[src/rtl/mod_inv_scheduler.sv]
// Round-robin scheduler sharing one multi-cycle modular-inversion engine among NUM_REQ requesters.
// Optional engine watchdog enabled by defining MOD_INV_TIMEOUT_EN.
module mod_inv_scheduler #(
    parameter int NUM_REQ = 4,
    parameter int WIDTH   = 16,
    parameter int ID_W    = $clog2(NUM_REQ),
    parameter int TIMEOUT = 1024
) (
    input  logic                     clk,
    input  logic                     reset,
    input  logic [NUM_REQ-1:0]       req_valid,
    input  logic [NUM_REQ*WIDTH-1:0] req_operand,
    output logic [NUM_REQ-1:0]       req_ready,
    output logic                     eng_start,
    output logic [WIDTH-1:0]         eng_operand,
    input  logic                     eng_done,
    input  logic [WIDTH-1:0]         eng_result,
    output logic                     eng_abort,
    output logic                     rsp_valid,
    input  logic                     rsp_ready,
    output logic [ID_W-1:0]          rsp_id,
    output logic [WIDTH-1:0]         rsp_result,
    output logic                     rsp_err,
    output logic                     busy
);

    if (NUM_REQ < 2 || TIMEOUT < 1) begin : g_bad_params
        $error("mod_inv_scheduler: NUM_REQ must be >= 2 and TIMEOUT >= 1");
    end

    typedef enum logic [1:0] {S_IDLE, S_ISSUE, S_WAIT, S_RESP} state_t;

    state_t             state_q, state_d;
    logic [ID_W-1:0]    rr_q, rr_d;
    logic [ID_W-1:0]    id_q, id_d;
    logic [WIDTH-1:0]   op_q, op_d;
    logic [WIDTH-1:0]   res_q, res_d;
    logic               err_q, err_d;

    logic [NUM_REQ-1:0] grant;
    logic [ID_W-1:0]    gnt_id;
    logic [WIDTH-1:0]   gnt_op;
    logic               found;
    int                 idx;

    // First valid requester at or after the rr pointer, wrapping around.
    always_comb begin
        grant  = '0;
        gnt_id = '0;
        found  = 1'b0;
        idx    = 0;
        for (int k = 0; k < NUM_REQ; k++) begin
            idx = int'(rr_q) + k;
            if (idx >= NUM_REQ) idx = idx - NUM_REQ;
            if (!found && req_valid[idx]) begin
                found      = 1'b1;
                grant[idx] = 1'b1;
                gnt_id     = ID_W'(idx);
            end
        end
    end

    assign gnt_op = req_operand[int'(gnt_id)*WIDTH +: WIDTH];

`ifdef MOD_INV_TIMEOUT_EN
    localparam int WD_W = $clog2(TIMEOUT + 1);
    logic [WD_W-1:0] wdog_q, wdog_d;
    logic            abort;
`endif

    always_comb begin
        state_d = state_q;
        rr_d    = rr_q;
        id_d    = id_q;
        op_d    = op_q;
        res_d   = res_q;
        err_d   = err_q;
`ifdef MOD_INV_TIMEOUT_EN
        wdog_d  = wdog_q;
        abort   = 1'b0;
`endif
        unique case (state_q)
            S_IDLE: begin
                if (found) begin
                    op_d = gnt_op;
                    id_d = gnt_id;
                    rr_d = (int'(gnt_id) == NUM_REQ - 1) ? '0 : gnt_id + ID_W'(1);
                    if (gnt_op == '0) begin
                        res_d   = '0;
                        err_d   = 1'b1;
                        state_d = S_RESP;
                    end else begin
                        state_d = S_ISSUE;
                    end
                end
            end
            S_ISSUE: begin
                state_d = S_WAIT;
`ifdef MOD_INV_TIMEOUT_EN
                wdog_d  = '0;
`endif
            end
            S_WAIT: begin
                if (eng_done) begin
                    res_d   = eng_result;
                    err_d   = 1'b0;
                    state_d = S_RESP;
                end
`ifdef MOD_INV_TIMEOUT_EN
                // This is the TIMEOUT-th WAIT cycle with no result: abort and report.
                else if (wdog_q == WD_W'(TIMEOUT - 1)) begin
                    abort   = 1'b1;
                    res_d   = '0;
                    err_d   = 1'b1;
                    state_d = S_RESP;
                end else begin
                    wdog_d  = wdog_q + WD_W'(1);
                end
`endif
            end
            S_RESP: begin
                if (rsp_ready) state_d = S_IDLE;
            end
            default: state_d = S_IDLE;
        endcase
    end

    always_ff @(posedge clk) begin
        if (reset) begin
            state_q <= S_IDLE;
            rr_q    <= '0;
            id_q    <= '0;
            op_q    <= '0;
            res_q   <= '0;
            err_q   <= 1'b0;
`ifdef MOD_INV_TIMEOUT_EN
            wdog_q  <= '0;
`endif
        end else begin
            state_q <= state_d;
            rr_q    <= rr_d;
            id_q    <= id_d;
            op_q    <= op_d;
            res_q   <= res_d;
            err_q   <= err_d;
`ifdef MOD_INV_TIMEOUT_EN
            wdog_q  <= wdog_d;
`endif
        end
    end

`ifdef MOD_INV_TIMEOUT_EN
    assign eng_abort = abort;
`else
    assign eng_abort = 1'b0;
`endif

    assign req_ready   = (state_q == S_IDLE) ? grant : '0;
    assign eng_start   = (state_q == S_ISSUE);
    assign eng_operand = (state_q == S_ISSUE || state_q == S_WAIT) ? op_q : '0;
    assign rsp_valid   = (state_q == S_RESP);
    assign rsp_id      = id_q;
    assign rsp_result  = res_q;
    assign rsp_err     = err_q;
    assign busy        = (state_q != S_IDLE);

endmodule
[config.mk]
export PLATFORM = sky130hd
export DESIGN_NAME = mod_inv_scheduler
export DESIGN_NICKNAME = d
export VERILOG_FILES = /design/src/rtl/mod_inv_scheduler.sv
export SDC_FILE = /design/constraint.sdc
export NUM_CORES = 1
export LEC_CHECK = 0
export ABC_AREA = 1
export ABC_CLOCK_PERIOD_IN_PS = 2500
export CORE_UTILIZATION = 40
export CTS_CLUSTER_DIAMETER = 60
export DETAILED_ROUTE_END_ITERATION = 16
export PLACE_DENSITY = 0.78
export SKIP_LAST_GASP = 1
export SLEW_MARGIN = 40
export SYNTH_ARGS = -nofsm -noshare
export SYNTH_HDL_FRONTEND = slang
export SYNTH_SLANG_ARGS = --single-unit
[constraint.sdc]
create_clock -name clk -period 2.5 [get_ports clk]
set_input_delay 0.75 -clock clk [delete_from_list [all_inputs] [get_ports clk]]
set_output_delay 0.75 -clock clk [all_outputs]
set_load 0.05 [all_outputs]
## Yosys cells after proc, flatten, opt, wreduce, memory -nomap -nowiden

Cells that the tools add are included.

| cells by class | value |
|---|---|
| add/subtract/negate cells | 8 |
| $lt $le $gt $ge | 12 |
| equal/unequal tests | 8 |
| shifts and indexed selects | 1 |
| multiplexer cells | 52 |
| bitwise gates (word level) | 3 |
| reductions and logical operators | 18 |

Operator list:

| operator | count |
|---|---|
| 32-bit by 1-bit greater-or-equal comparator with 1-bit output, second input constant | 4 |
| 32-bit by 4-bit less-than comparator with 1-bit output, second input constant | 4 |
| 32-bit two-way mux | 4 |
| 16-bit two-way mux | 4 |
| 64-bit by 7-bit variable part select with 16-bit output | 1 |
| 16-bit case mux with 2 select lines | 1 |
| 4-bit two-way mux | 5 |
| 1-bit two-way mux | 19 |
| 2-bit two-way mux | 9 |
| 16-bit logical NOT | 1 |
| 4-bit OR | 3 |
| 3-bit by 3-bit subtractor with 4-bit output, second input constant | 3 |
| 3-bit greater-or-equal comparator, second input constant | 3 |
| 1-bit binary-select mux with 2-bit select | 4 |
| 1-bit demux with 2-bit select | 4 |
| 2-bit case mux with 4 select lines | 1 |
| 1-bit logical AND | 7 |
| 2-bit by 2-bit adder with 3-bit output, second input constant | 2 |
| 2-bit inequality test, second input constant | 3 |
| 2-bit by 1-bit equality test with 1-bit output, second input constant | 2 |
| 2-bit equality test, second input constant | 2 |
| 4-bit AND reduction | 1 |
| 2-bit nonzero test | 2 |
| 2-bit by 3-bit subtractor with 4-bit output, second input constant | 1 |
| other kinds (10) | 12 |

| word-level totals | value |
|---|---|
| bits in registers | 39 |
| input port bits | 88 |
| output and inout port bits | 43 |
| word-level logic and storage cells | 108 |

## Logic depth before layout (Yosys ltp)

| logic depth | value |
|---|---|
| depth in word-level cells | 20 |
| gate-level depth with buffers | 22 |
| depth with buffers taken out | 21 |

## Least setup slack after synthesis

Ideal clock, no wire load.

| timing path | value |
|---|---|
| kind | register to register |
| from | register rr_q[1] |
| to | register res_q[1] (netlist: rsp_result[1]) |
| setup time | 0.117 ns |
| arrival | 2.620 ns |
| data required time | 2.383 ns |
| setup slack | -0.236 ns |
| stages on the path, launching flop included | 22 |
| buffers on the path | 3 |
| clock period less this slack | 2.736 ns |
| path through | dfxtp_1 inv_1 ha_1 inv_1 nand3_1 nand2_1 nand4_4 nand2_4 buf_8 buf_12 nand3_2 nand3_1 nand2_1 nor2_2 nand2_1 nor2_2 nand3_2 nand2_4 buf_8 nand3_1 nand2_1 nor2_1 |

| on the way | value |
|---|---|
| longest elaborated chain between the ends | 19 |
| elaborated cells between the ends (all ways) | 46 |
| classes of those cells | add/sub: 7; order compare: 4; eq/ne: 2; shift: 1; mux: 24; reduce/logical: 8 |

Ends and longest elaborated chain:

| what | line | RTL |
|---|---|---|
| start, declared | 34 | `logic [ID_W-1:0] rr_q, rr_d;` |
| start signal, assigned | 141 | `rr_q <= rr_d;` |
| parallel branches: the longest is 18 deep, another holds 3-bit by 3-bit subtractor with 4-bit output | n/a |  |
| 4-bit AND reduction (no line) * | n/a |  |
| end signal, assigned | 144 | `res_q <= res_d;` |
| end, declared | 37 | `logic [WIDTH-1:0] res_q, res_d;` |

Mark *: on every way between the ends. The select of a mux whose other input is x is not followed.
A chain may end at the register's enable or synchronous reset.

## Worst setup path after layout

| timing path | value |
|---|---|
| from | input req_valid[0] |
| to | register res_q[9] (netlist: rsp_result[9]) |

| on the way | value |
|---|---|
| longest elaborated chain between the ends | 17 |
| elaborated cells between the ends (all ways) | 31 |
| classes of those cells | eq/ne: 2; shift: 1; mux: 20; reduce/logical: 8 |

Ends and longest elaborated chain:

| what | line | RTL |
|---|---|---|
| start, declared | 11 | `input logic [NUM_REQ-1:0] req_valid,` |
| 1-bit binary-select mux with 2-bit select | 55 | `if (!found && req_valid[idx]) begin` |
| 1-bit two-way mux (implied by the code) (2 in series) | 55 |  |
| 1-bit two-way mux | 55 |  |
| 1-bit logical NOT | 55 |  |
| 1-bit logical AND | 55 |  |
| 1-bit two-way mux | 55 |  |
| 1-bit logical NOT | 55 |  |
| 1-bit logical AND | 55 |  |
| 1-bit two-way mux | 55 |  |
| 1-bit logical NOT | 55 |  |
| 1-bit logical AND | 55 |  |
| 2-bit two-way mux | 55 |  |
| 64-bit by 7-bit variable part select with 16-bit output | 63 | `assign gnt_op = req_operand[int'(gnt_id)*WIDTH +: WIDTH];` |
| 16-bit logical NOT | 88 | `if (gnt_op == '0) begin` |
| 2-bit inequality test (no line) | n/a |  |
| 4-bit AND reduction (no line) * | n/a |  |

Mark *: on every way between the ends. The rest lies on a longest branch, timed or not. The select of a mux whose other input is x is not followed.

==> qor.csv <==
stage;metric;value;unit
routing;WL per Instance;13.8;um
global_routing;Total GRT Usage;23.6;%
worst_setup_path;type of the worst setup path;in2reg;
synth;area of the mapped netlist;3180;um^2
worst_setup_path;WP data required;2.70;ns
floorplan;Std-Cell Rows;32;
cells_and_area;Ant. Diodes;0;
pwr;logic gate share of total power;83.7;%
run;max cap viols;0;
clocking;CTS buffer count;5;
worst_setup_path;Worst R2R Setup Slack;-0.30;ns
sta;fin crit share;113;%
clocking;CTS tree;yes;
pwr;Clk network pwr share;5.1;%
pwr;Sw Ratio;51.8;%
routing;DRC Markers;0;
pwr;sequential power share;11.2;%
routing;DRT Pass-1 Iters;5;
sta;final worst slack;-0.322;ns
global_routing;largest net degree at the start of global routing;27;
sta;Setup Skew;0.00525;ns
synth;Yosys reg bits;39;
synth;yosys warns;0;
global_routing;first-pass GRT wire length;16000;um
sta;Final Hold Fails;0;
worst_setup_path;cells on worst reg2reg path;20;
floorplan;Die ar.;8300;um^2
place;Buffers on Ports;129;
cells_and_area;sequential cell area;786;um^2
pwr;Switch Pwr;4.34;mW
synth;Mapped Cells;519;
place;placed insts;765;
synth;syn_nets;615;
sta;RSZ-0062 raised after global routing;yes;
sta;final setup fails;22;
cells_and_area;area added between synthesis and finish;85.5;%
floorplan;die height;91.1;um
clocking;clk slew on worst S/H paths;0.08;ns
status;status;finished, violations left;
status;failing checks;setup timing;
clocking;Sink Count;39;
synth;asr flop ratio synth;0;%
place;Post-DP HPWL;7070;um
routing;via count;3927;
synth;Post-synth EDFFs;0;
worst_setup_path;RR Startpoint;rr_q[1];
worst_setup_path;reg2reg end;rsp_result[9];
worst_setup_path;crit path launch type;primary input;
place;DP Worst Slack;-1.08;ns
worst_setup_path;worst endpoint data arrival time;3.02;ns
global_routing;GR Overflow Total;0;
cells_and_area;final non-filler cell total;793;
pwr;P_leak;2.83;nW
routing;Detailed Route WL;11000;um
floorplan;die width;91.1;um
routing;initial drt markers;149;
sta;slew margin rel.;58.5;%
cells_and_area;final core occ;76.6;%
floorplan;Ports;131;
cells_and_area;layout cell share with drive strength beyond 1;31.8;%
clocking;Clock Tree Root;clkbuf_8;
clocking;number of hold buffers added after cts;0;
clocking;Skew-Pair Late Insertion Delay;0.30;ns
routing;Vias/cell;4.95;
synth;Seq/Total Area, Yosys;24.6;%
global_routing;initial antenna violation count;0;
pwr;Internal Power;4.03;mW
synth;ys flop type;dfxtp_1;
cells_and_area;Filler cells;530;
pwr;Tot Pwr;8.36;mW
place;GPL Wtd Cong;0.867;
pwr;maximum vdd ir drop;0.790;mV
clocking;clk buf depth;2;
clocking;H-tree levels;2;
worst_setup_path;worst-path maximum fanout;8;
cells_and_area;Net count, final;786;
hold_path;class of the worst hold path;reg2reg;
worst_setup_path;Crit. Startpoint;req_valid[0];
routing;antenna violation net count after detailed routing;0;
synth;syn avg cell area;6.12;um^2
worst_setup_path;crit path capture type;flop;
sta;worst-margin pin slew;0.622;ns
sta;final setup TNS;-6.04;ns
sta;Peak Freq;0.354;GHz
sta;Slew Viols, Final;0;
cells_and_area;Multi-input gate area;2410;um^2
floorplan;core area;7690;um^2
global_routing;vias in the first global route;3636;
sta;min Tclk post-route;2.82;ns
synth;Distinct cells, synth;34;
worst_setup_path;crit path to;rsp_result[9];
floorplan;Starting Density;41.3;%
pwr;PwrDens;1420;nW/um^2
## metrics by stage
stage               hold WS [ns]  area, um^2
floorplan                  0.467        3340
global placement           0.463        5100
detailed placement         0.471        5100
CTS                        0.483        5490
global route               0.514        5890
finish                     0.479        5890
## power groups by stage
stage          Sequential (mW)  Combinational [mW]  Clock (mW)
6_report                 0.941                7.00       0.426
5_1_grt                  0.962                7.48       0.467
4_1_cts                  0.933                5.88       0.426
3_5_place_dp             0.945                5.34           0
3_3_place_gp             0.937                5.22           0
2_1_floorplan             1.14                3.41           0
## registers in the layout, indices dropped and copies added (netlist names)
register and flops:
op_q 16, rr_q 2, rsp_err 1, rsp_id 2, rsp_result 16, state_q 2
## timing repair
| item | 4_1_cts | 5_1_grt |
|---|---|---|
| pin swaps | 22 | 25 |
| gates cloned | 4 | 4 |
| setup buffers | 6 | 7 |
| setup endpoints to repair | 40 | 22 |
| resized for setup | 69 | 73 |
## per-layer routing
metal  global-route usage (%)  vias to the layer above  wire (um)
met2                     45.0                      142       5920
met1                     26.0                     1804       4250
li1                         -                     1958          -
met5                        0                        -          0
met4                     6.75                        0        240
met3                     5.03                       23        561
## how the worst min path moves through the flow
stage	from	end	slack, ns	cells past startpoint
after floorplan	op_q[10]	op_q[10]	0.47	2
after global placement	rsp_result[2]	rsp_result[2]	0.46	2
after detailed placement	rsp_result[3]	rsp_result[3]	0.47	2
after CTS	rsp_result[3]	rsp_result[3]	0.48	2
after global routing	rsp_id[1]	rsp_id[1]	0.51	2
final	rsp_result[3]	rsp_result[3]	0.48	2
## cell usage in the layout, fill, tap and decap left out, drive strengths merged
master         instances
clkinvlp               1
o22ai                  1
nand3                 72
o211ai                 9
a211oi                 1
nand2                172
nor2                  53
a31oi                  2
dfxtp                 39
a22oi                  3
conb                   1
buf                   78
o21ai                 18
clkbuf                 7
ha                     8
clkinv                 6
a21oi                 18
a221oi                 1
inv                   88
nand4                  3
clkdlybuf4s50        104
nand3b                 6
## area by class of cell
class / count / area share (%)
multi-input cells: 368 / 40.9
repair buffers: 184 / 35.4
flip-flops and latches: 39 / 13.3
inverters: 92 / 6.78
well taps: 102 / 2.17
clock buffers: 5 / 1.17
clock inverters: 3 / 0.255
## cell usage after synthesis (2+ instances only)
library cell / instances / area (um^2)
nand2_1: 154 / 578
inv_1: 86 / 323
nand3_1: 65 / 325
nor2_1: 45 / 169
dfxtp_1: 39 / 781
o21ai_0: 18 / 90.1
a21oi_1: 13 / 65.1
o211ai_1: 9 / 67.6
clkbuf_1: 8 / 30.0
ha_1: 8 / 100
nand2_4: 7 / 78.8
nand3_2: 7 / 70.1
buf_2: 6 / 30.0
buf_6: 6 / 67.6
a21oi_2: 5 / 43.8
nand2_2: 5 / 31.3
nor2_2: 5 / 31.3
nand3b_1: 4 / 30.0
a22oi_1: 3 / 22.5
inv_2: 3 / 11.3
nor2_4: 3 / 33.8
a31oi_1: 2 / 12.5
buf_12: 2 / 40.0
buf_4: 2 / 15.0
buf_8: 2 / 30.0
clkinv_1: 2 / 7.51
nand3b_2: 2 / 22.5
nand4_1: 2 / 12.5
## kinds of logic after synthesis
family | count (synthesis) | synth area share, %
buf+inv | 118 | 17.7
fa+ha+maj | 8 | 3.15
compound gates | 53 | 10.2
flops | 39 | 24.6
simple gates | 300 | 44.2
other cells | 1 | 0.118
## worst max-delay path: stages
cell and delay, ns:
buf_4 0.12, inv_8 0.03, nand2_4 0.07, nand3_4 0.07
nand2_4 0.12, clkinv_4 0.09, nand4_1 0.12, nand2_2 0.10
buf_6 0.13, nor2_4 0.22, clkbuf_16 0.21, nand3_2 0.08
nand2_2 0.10, nand2_2 0.08, nor2_4 0.13, nand3_4 0.12
buf_12 0.18, nand2_8 0.09, nand3_2 0.08, nand2_1 0.07
nor2_1 0.04
Power figures use the tool's default switching activity.
